===== src/rtl/bmu_pkg.sv =====
// Shared types and helpers for the pipelined soft/hard branch-metric unit.
package bmu_pkg;

  localparam int unsigned MAX_SOFT_W = 8;
  localparam int unsigned MAX_N_OUT  = 4;
  localparam int unsigned NUM_CW_MAX = 1 << MAX_N_OUT;

  // Widest supported soft sample; narrower samples are zero-extended into it.
  typedef logic [MAX_SOFT_W-1:0] soft_t;

  function automatic int unsigned metric_w(input int unsigned soft_w, input int unsigned n_out);
    int unsigned growth;
    growth = $clog2(n_out);
    if (growth < 1) growth = 1;
    return soft_w + growth;
  endfunction

  function automatic int unsigned num_cw(input int unsigned n_out);
    return 1 << n_out;
  endfunction

  // Distance between a received sample and the expected code bit.
  function automatic soft_t bit_dist(input soft_t       sample,
                                     input logic        expected,
                                     input logic        erase,
                                     input logic        soft_mode,
                                     input int unsigned soft_w);
    soft_t mask;
    soft_t msb;
    mask = soft_t'((32'd1 << soft_w) - 32'd1);
    msb  = sample >> (soft_w - 1);
    if (erase) return '0;
    if (soft_mode) return expected ? (mask - sample) : sample;
    return expected ? {{(MAX_SOFT_W-1){1'b0}}, ~msb[0]} : {{(MAX_SOFT_W-1){1'b0}}, msb[0]};
  endfunction

endpackage


===== src/rtl/bmu_pipe_stage.sv =====
// One elastic pipeline slot: payload register plus valid bit with load-when-free logic.
module bmu_pipe_stage #(
  parameter int unsigned Width = 8
) (
  input  logic             clk_i,
  input  logic             rst_i,
  input  logic             valid_i,
  output logic             ready_o,
  input  logic [Width-1:0] data_i,
  output logic             valid_o,
  input  logic             ready_i,
  output logic [Width-1:0] data_o
);

  logic             valid_q;
  logic [Width-1:0] data_q;

  // Load when empty or when the current contents leave this cycle.
  assign ready_o = !valid_q || ready_i;
  assign valid_o = valid_q;
  assign data_o  = data_q;

  always_ff @(posedge clk_i or posedge rst_i) begin
    if (rst_i) begin
      valid_q <= 1'b0;
      data_q  <= '0;
    end else if (ready_o) begin
      valid_q <= valid_i;
      if (valid_i) data_q <= data_i;
    end
  end

endmodule


===== src/rtl/bmu_soft_pipe.sv =====
// Two-stage branch-metric unit: per-bit distances, then all 2^N_OUT codeword sums.
module bmu_soft_pipe
  import bmu_pkg::*;
#(
  parameter  int unsigned N_OUT     = 2,
  parameter  int unsigned SOFT_W    = 3,
  parameter  int unsigned SOFT_MODE = 1,
  parameter  int unsigned IDX_W     = 12,
  localparam int unsigned METRIC_W  = metric_w(SOFT_W, N_OUT),
  localparam int unsigned NUM_CW    = num_cw(N_OUT)
) (
  input  logic                         clk,
  input  logic                         rst,
  input  logic                         in_valid,
  output logic                         in_ready,
  input  logic                         in_sof,
  input  logic [N_OUT*SOFT_W-1:0]      in_rx,
  input  logic [N_OUT-1:0]             in_erase,
  output logic                         out_valid,
  input  logic                         out_ready,
  output logic [NUM_CW*METRIC_W-1:0]   out_bm,
  output logic [IDX_W-1:0]             out_idx,
  output logic                         out_sof
);

  localparam int unsigned DW  = N_OUT * SOFT_W;
  localparam int unsigned S1W = 1 + IDX_W + 2 * DW;
  localparam int unsigned S2W = 1 + IDX_W + NUM_CW * METRIC_W;

  logic [IDX_W-1:0] cnt_q, cnt_d, idx_in;
  logic             accept;

  assign accept = in_valid && in_ready;

  always_comb begin
    idx_in = in_sof ? '0 : cnt_q;
    cnt_d  = accept ? idx_in + IDX_W'(1) : cnt_q;
  end

  always_ff @(posedge clk or posedge rst) begin
    if (rst) cnt_q <= '0;
    else     cnt_q <= cnt_d;
  end

  logic [DW-1:0] d0_in, d1_in;
  soft_t         smp, dist0, dist1;

  always_comb begin
    d0_in = '0;
    d1_in = '0;
    smp   = '0;
    dist0 = '0;
    dist1 = '0;
    for (int i = 0; i < N_OUT; i++) begin
      smp               = '0;
      smp[SOFT_W-1:0]   = in_rx[i*SOFT_W +: SOFT_W];
      dist0             = bit_dist(smp, 1'b0, in_erase[i], SOFT_MODE != 0, SOFT_W);
      dist1             = bit_dist(smp, 1'b1, in_erase[i], SOFT_MODE != 0, SOFT_W);
      d0_in[i*SOFT_W +: SOFT_W] = dist0[SOFT_W-1:0];
      d1_in[i*SOFT_W +: SOFT_W] = dist1[SOFT_W-1:0];
    end
  end

  logic             s1_valid, s1_ready, s2_ready;
  logic [S1W-1:0]   s1_data;
  logic             s1_sof;
  logic [IDX_W-1:0] s1_idx;
  logic [DW-1:0]    s1_d0, s1_d1;

  bmu_pipe_stage #(
    .Width(S1W)
  ) u_stage1 (
    .clk_i  (clk),
    .rst_i  (rst),
    .valid_i(in_valid),
    .ready_o(in_ready),
    .data_i ({in_sof, idx_in, d1_in, d0_in}),
    .valid_o(s1_valid),
    .ready_i(s2_ready),
    .data_o (s1_data)
  );

  assign s1_ready = s2_ready;
  assign {s1_sof, s1_idx, s1_d1, s1_d0} = s1_data;

  logic [NUM_CW*METRIC_W-1:0] bm_sum;
  logic [METRIC_W-1:0]        acc;
  logic [SOFT_W-1:0]          term;

  // Codeword bit i selects the distance to '1' or '0' for received bit i.
  always_comb begin
    bm_sum = '0;
    acc    = '0;
    term   = '0;
    for (int c = 0; c < NUM_CW; c++) begin
      acc = '0;
      for (int i = 0; i < N_OUT; i++) begin
        term = (((c >> i) & 1) != 0) ? s1_d1[i*SOFT_W +: SOFT_W] : s1_d0[i*SOFT_W +: SOFT_W];
        acc  = acc + {{(METRIC_W-SOFT_W){1'b0}}, term};
      end
      bm_sum[c*METRIC_W +: METRIC_W] = acc;
    end
  end

  logic [S2W-1:0] s2_data;

  bmu_pipe_stage #(
    .Width(S2W)
  ) u_stage2 (
    .clk_i  (clk),
    .rst_i  (rst),
    .valid_i(s1_valid),
    .ready_o(s2_ready),
    .data_i ({s1_sof, s1_idx, bm_sum}),
    .valid_o(out_valid),
    .ready_i(out_ready),
    .data_o (s2_data)
  );

  assign {out_sof, out_idx, out_bm} = s2_data;

endmodule

===== config.mk =====
export PLATFORM = sky130hd
export DESIGN_NAME = bmu_soft_pipe
export DESIGN_NICKNAME = d
export VERILOG_FILES = /design/src/rtl/bmu_pkg.sv /design/src/rtl/bmu_pipe_stage.sv /design/src/rtl/bmu_soft_pipe.sv
export SDC_FILE = /design/constraint.sdc
export NUM_CORES = 1
export LEC_CHECK = 0
export ABC_AREA = 1
export CORE_AREA = 10 10 85 87
export DETAILED_ROUTE_END_ITERATION = 12
export DIE_AREA = 0 0 95 97
export PLACE_DENSITY_LB_ADDON = 0.12
export SLEW_MARGIN = 20
export SYNTH_ARGS = -nofsm -noshare
export SYNTH_HDL_FRONTEND = slang
export SYNTH_SLANG_ARGS = --single-unit

===== constraint.sdc =====
create_clock -name clk -period 3.05 [get_ports clk]
set_clock_uncertainty 0.05 [all_clocks]
set_input_delay 0.305 -clock clk [delete_from_list [all_inputs] [get_ports clk]]
set_output_delay 0.305 -clock clk [all_outputs]
set_load 0.03 [all_outputs]

==> summary.md, run 1 <==
| Metric | Value |
|---|---|
| Flops & latches, synth | 68 |
| PortBufs | between 40 and 50 |
| Via density | between 5 and 6 |
| Worst Setup EP | in_ready |
| Actual slew at the worst max-slew pin | roughly 0.72 ns |
| Combinational fraction of design power | a little over a quarter |
| Seq/Total Area, Yosys | 53.9% |
| I/O Pins | 44 |
| Chip Width | about 95 µm |
| Total CTS buffers | 9 |
| Setup TNS Final | 0 ns |
| Commonest cells after routing, fill and taps aside | nand2_1, dfrtp_1, clkdlybuf4s50_1 |
| Initial Util | between 50 and 60% |
| Vias in the first global route | around 2300 |
| Floorplan row count | 27 |
| Switching power | between 800 and 900 µW |
| CTS sink cnt | 68 |
| Post-route DRC | 0 |
| Initial antenna violation count | 0 |
| Routability cong. | between 0.7 and 0.8 |
| Root buffer cell | clkbuf_8 |
| DP Area | between 3000 and 4000 µm² |
| Final count of hold timing violations | 0 |
| Post-cts gate resize count | 0 |
| Core Region | ~5500 µm² |
| Worst vdd ir | ~0.38 mV |
| Worst Path Max Fanout | 4 |
| Setup Fix Bufs, Post-CTS | 0 |
| Required time of the critical path | about 2.7 ns |
| Leading cell type in the layout, fill and taps excluded | nand2_1 |
| Fraction of layout cells with a size suffix above 1 | between 8 and 9% |
| Worst hold path type | in2async |
| Yosys warns | 0 |
| Cts hold-fix bufs | 0 |
| Sw Ratio | between 30% and 40% |
| CP endpoint kind | output port |
| Cell leakage power | 1.79 nW |
| Final worst slack | 1.05 ns |
| Total chip power | roughly 2.5 mW |
| Syn_nets | 360 |
| Placed Cells | around 440 |
| Die area | 9220 µm² |
| Largest net degree at the start of global routing | 37 |
| Register share of total power | a little over two fifths |
| Mapped Area | approximately 3200 µm² |
| # fillers | just over 400 |
| Slew Viols, Final | 0 |
| Power Density | about 660 nW/µm² |
| ANT nets after route | 0 |
| CP Launch Type | input pin |
| Area Growth Syn to Fin | 21.3% |
| Clock share of power | 29.8% |
| Rel. slew slack | 51.7% |
| Diode count | 0 |
| Total GRT Usage | between 15 and 20% |
| Worst-path clk slew | 0.07 ns |
| Fin cells | between 400 and 500 |
| Yosys cell types | 29 |
| Mapped Cells | between 300 and 400 |
| CTS tree | yes |
| Congestion Overflow GR | 0 |
| Syn_area_per_cell | 9.56 µm² |
| Worst reg2reg startpoint | u_stage2.valid_o |
| RSZ-0062 raised after global routing | no |
| Fmax | 501 MHz |
| Status | finished, final reports clean |
| Routed vias | around 2300 |
| Critical path origin | out_ready |
| Tcrit/Tclk final | between 60% and 70% |
| Crit path DAT | 1.64 ns |
| Internal | roughly 1.7 mW |
| Reg2Reg Setup Slack | 1.46 ns |
| R2R depth | 5 |
| Number of max-cap violations | 0 |
| Place WS | 1.03 ns |
| First-pass GRT wire length | 11200 µm |
| Setup violations, final | 0 |
| Clock Path Buffers | 2 |
| Worst Path Class, Setup | in2out |
| Design area | about 3800 µm² |
| Skew-Pair Late Insertion Delay | roughly 0.33 ns |
| Post-Route WL | 6540 µm |
| DIE HEIGHT | slightly below 100 µm |
| Hpwl dp | 4760 µm |
| DR WL/cell | 14.4 µm |
| Number of detailed-route iterations in the first pass | 4 |
| H-Tree Depth | 3 |
| Minimum clock period | between 1.5 and 2 ns |
| Nets | roughly 410 |
| DRT iter0 DRCs | 105 |
| FF-to-FF End | cnt_q[8] |
==> layout make-up <==
type | instances | area, µm² | share of cell area [%]
Timing Repair Buffer | 47 | 460 | 12.0
Sequential cell | 68 | 1700 | 44.5
Clock buffer | 12 | 155 | 4.05
Clock inverter | 4 | 47.5 | 1.24
Tap cell | 72 | 90.1 | 2.35
Multi-Input combinational cell | 216 | 1240 | 32.5
Inverter | 34 | 128 | 3.34
==> registers in the layout, summed over array words and instances (netlist names) <==
name,cells
u_stage2.valid_o,1
cnt_q,12
u_stage2.data_o,29
u_stage1.data_o,25
u_stage1.valid_o,1
==> stage by stage <==
step | hold slack [ns] | util (%)
after global routing | 0.421 | 69.9
after CTS | 0.388 | 69.9
after detailed placement | 0.415 | 66.2
after global placement | 0.411 | 66.2
after floorplan | 0.353 | -
final | 0.368 | 69.9
==> how the worst min path moves through the flow <==
stage                              from  cells after the start  slack [ns]                   to
detailed placement  u_stage2.data_o[15]                      1        0.41  u_stage2.data_o[15]
floorplan                   in_erase[1]                      1        0.35  u_stage1.data_o[10]
finish                              rst                      2        0.37  u_stage2.data_o[21]
global placement     u_stage2.data_o[7]                      1        0.41   u_stage2.data_o[7]
global route                        rst                      2        0.42             cnt_q[8]
CTS                                 rst                      2        0.39     u_stage1.valid_o
==> routing by layer <==
| metal | vias up | part of all wire (%) | GRT usage, % |
|---|---|---|---|
| li1 | 1150 | - | - |
| met1 | 1097 | 47 | 21.1 |
| met4 | 0 | 1.9 | 6.29 |
| met5 | - | 0 | 0 |
| met3 | 11 | 6.7 | 4.78 |
| met2 | 45 | 44 | 21.4 |
==> Yosys cell counts, drive strengths merged <==
master   n  area share [%]
a21o     4            0.95
a21oi    9             1.4
buf     11             2.5
clkbuf   1            0.12
clkinv   1            0.12
dfrtp   68              54
fa       4             2.5
ha      13             5.2
inv     33             3.9
nand2   94              12
nand3   19             3.6
nand4    1            0.67
nor2    17             2.7
nor3     2            0.48
o21ai   34             5.4
o21bai   1            0.24
o31ai    6             1.4
xnor2    6             1.7
xor2     6             1.7
==> cells by family after synthesis <==
group	share of synthesized area (%)
flip-flops	53.9
XOR/XNOR	3.33
AO/OA/AOI/OAI	9.44
AND/OR/NAND/NOR	19.0
buffers and inverters	6.62
adder cells (fa/ha/maj)	7.70
==> power by group through the flow <==
| stage | sequential [mW] | combinational [mW] | clock (mW) |
|---|---|---|---|
| 2_1_floorplan | 1.27 | 0.248 | 0 |
| 3_3_place_gp | 1.11 | 0.663 | 0 |
| 3_5_place_dp | 1.11 | 0.673 | 0 |
| 4_1_cts | 1.10 | 0.680 | 0.758 |
| 5_1_grt | 1.11 | 0.734 | 0.798 |
| 6_report | 1.10 | 0.667 | 0.748 |
==> worst max-delay path: stages <==
cell	delay [ns]
clkdlybuf4s50_1	0.46
inv_1	0.06
nand3_2	0.12
clkdlybuf4s50_1	0.70
Power figures use the tool's default switching activity.
==> run 2: changes to the inputs <==
--- a/config.mk
+++ b/config.mk
@@ -6,9 +6,9 @@
 export NUM_CORES = 1
 export LEC_CHECK = 0
 export ABC_AREA = 1
-export CORE_AREA = 10 10 85 87
+export CORE_AREA = 10 10 92 94
 export DETAILED_ROUTE_END_ITERATION = 12
-export DIE_AREA = 0 0 95 97
+export DIE_AREA = 0 0 102 104
 export PLACE_DENSITY_LB_ADDON = 0.12
 export SLEW_MARGIN = 20
 export SYNTH_ARGS = -nofsm -noshare
==> constraint.sdc (replaced) <==
create_clock -name clk -period 1.6 [get_ports clk]
set_clock_uncertainty 0.05 [all_clocks]
set_input_delay 0.16 -clock clk [delete_from_list [all_inputs] [get_ports clk]]
set_output_delay 0.16 -clock clk [all_outputs]
set_load 0.03 [all_outputs]
==> summary.md, run 2 (same netlist as run 1, synthesis figures left out) <==
| Metric | Value |
|---|---|
| Cts hold-fix bufs | 0 |
| Worst Path Max Fanout | 3 |
| Number of detailed-route iterations in the first pass | 4 |
| RSZ-0062 raised after global routing | no |
| Required time of the critical path | 1.81 ns |
| Leading cell type in the layout, fill and taps excluded | nand2_1 |
| Minimum clock period | approximately 1.5 ns |
| Worst-path clk slew | ~0.08 ns |
| Post-Route WL | about 6800 µm |
| Total CTS buffers | 9 |
| Tcrit/Tclk final | between 90% and 100% |
| DP Area | 3830 µm² |
| Number of max-cap violations | 0 |
| Register share of total power | 41.9% |
| Rel. slew slack | between 70% and 80% |
| R2R depth | 4 |
| # fillers | slightly below 600 |
| DIE HEIGHT | around 100 µm |
| Critical path origin | u_stage1.data_o[3] |
| First-pass GRT wire length | 11200 µm |
| Congestion Overflow GR | 0 |
| Max reg flops | 29 |
| Setup TNS Final | 0 ns |
| Root buffer cell | clkbuf_8 |
| DRT iter0 DRCs | 120 |
| Floorplan row count | 30 |
| Commonest cells after routing, fill and taps aside | nand2_1, dfrtp_1, o21ai_0 |
| Routability cong. | 0.778 |
| Chip Width | about 100 µm |
| DR WL/cell | 14.1 µm |
| M1 WL | 3530 µm |
| Fraction of layout cells with a size suffix above 1 | roughly an eighth |
| Fmax | around 670 MHz |
| Slew Viols, Final | 0 |
| Actual slew at the worst max-slew pin | approximately 0.36 ns |
| Met2 routed WL | 2860 µm |
| CP Launch Type | register |
| Routed vias | 2351 |
| Worst Path Class, Setup | reg2reg |
| Skew-Pair Late Insertion Delay | around 0.35 ns |
| Power Density | roughly 1200 nW/µm² |
| Die area | ~11000 µm² |
| Design area | about 4000 µm² |
| Area Growth Syn to Fin | 29.7% |
| Combinational fraction of design power | 26.1% |
| ANT nets after route | 0 |
| Status | finished, final reports clean |
| Hpwl dp | between 4000 and 5000 µm |
| Diode count | 0 |
| Setup violations, final | 0 |
| Cell leakage power | ~2.2 nW |
| Clock share of power | 32.0% |
| FF-to-FF End | u_stage2.data_o[6] |
| Worst reg2reg startpoint | u_stage1.data_o[3] |
| Worst hold path type | in2async |
| Core Region | 6680 µm² |
| Post-route DRC | 0 |
| Via density | 4.91 |
| CTS sink cnt | between 60 and 70 |
| Crit path DAT | approximately 1.7 ns |
| Clock Path Buffers | 2 |
| Top Layer Used | met4 |
| Reg2Reg Setup Slack | ~0.099 ns |
| I/O Pins | 44 |
| Worst vdd ir | between 0.7 and 0.8 mV |
| Worst Setup EP | u_stage2.data_o[6] |
| DR WL met3 | 269 µm |
| Total GRT Usage | roughly an eighth |
| CP endpoint kind | register |
| Internal | around 3.4 mW |
| Final count of hold timing violations | 0 |
| Initial antenna violation count | 0 |
| Nets | 424 |
| Sw Ratio | about a third |
| PortBufs | between 40 and 50 |
| Initial Util | a little under half |
| Vias in the first global route | approximately 2300 |
| Switching power | ~1.6 mW |
| Largest net degree at the start of global routing | 69 |
| H-Tree Depth | 3 |
| CTS tree | yes |
==> run 2: cell count changes in the layout (fill, tap and decap cells not counted), moves of 3 or more <==
cell / before / now
dlygate4sd2_1: 0 / 11
clkdlybuf4s50_1: 43 / 12
clkinvlp_4: 1 / 4
buf_12: 0 / 5
buf_4: 4 / 18
dlymetal6s2s_1: 0 / 19
==> run 2: final cells by class <==
type / instances / area [µm²] / area share [%]
inverter: 34 / 131 / 3.21
clock inverter: 6 / 87.6 / 2.14
multi-input combinational: 216 / 1240 / 30.4
timing repair buffer: 65 / 689 / 16.9
clock buffer: 10 / 138 / 3.36
sequential: 68 / 1700 / 41.6
tap: 80 / 100 / 2.45
==> run 2: metal layers <==
metal	GRT usage, %	vias to the layer above
li1	-	1184
met1	18.1	1119
met2	18.8	38
met3	4.39	10
met4	5.75	0
met5	0	-
==> run 2: worst max-delay path, cell delays in order, from the launching register on <==
cell,delay (ns)
dfrtp_1,0.41
ha_1,0.27
fa_1,0.42
xnor2_1,0.14
o21ai_0,0.13
==> run 2: what timing repair did <==
item                       in CTS  in global routing
gates resized for setup        11                 19
setup buffers                   0                  0
setup endpoints to repair      11                 19
pin swaps                       0                  0
==> run 2: per-stage QoR <==
step	hold WS, ns	utilization [%]	power, mW	instances	setup slack [ns]
2_1_floorplan	0.208	-	2.90	330	0.0560
3_3_place_gp	0.411	57.4	3.47	463	-0.0517
3_5_place_dp	0.414	57.4	3.49	463	-0.0946
4_1_cts	0.219	60.5	5.05	479	0.0000946
5_1_grt	0.233	61.2	5.23	479	0.0268
6_report	0.205	61.2	4.96	479	0.0988
==> run 2: worst min-delay path by stage <==
stage | to | slack [ns] | cells past startpoint
after global routing | u_stage2.data_o[26] | 0.23 | 3
after detailed placement | u_stage2.data_o[4] | 0.41 | 2
final | u_stage2.data_o[26] | 0.21 | 3
after global placement | u_stage2.data_o[11] | 0.41 | 1
after CTS | cnt_q[10] | 0.22 | 3
after floorplan | u_stage1.data_o[10] | 0.21 | 1
==> run 2: power groups by stage <==
stage / combinational (mW) / clock, mW / sequential (mW)
after CTS: 1.34 / 1.62 / 2.09
after floorplan: 0.473 / 0 / 2.43
after detailed placement: 1.37 / 0 / 2.12
after global placement: 1.35 / 0 / 2.12
after global routing: 1.42 / 1.69 / 2.11
final: 1.30 / 1.59 / 2.08
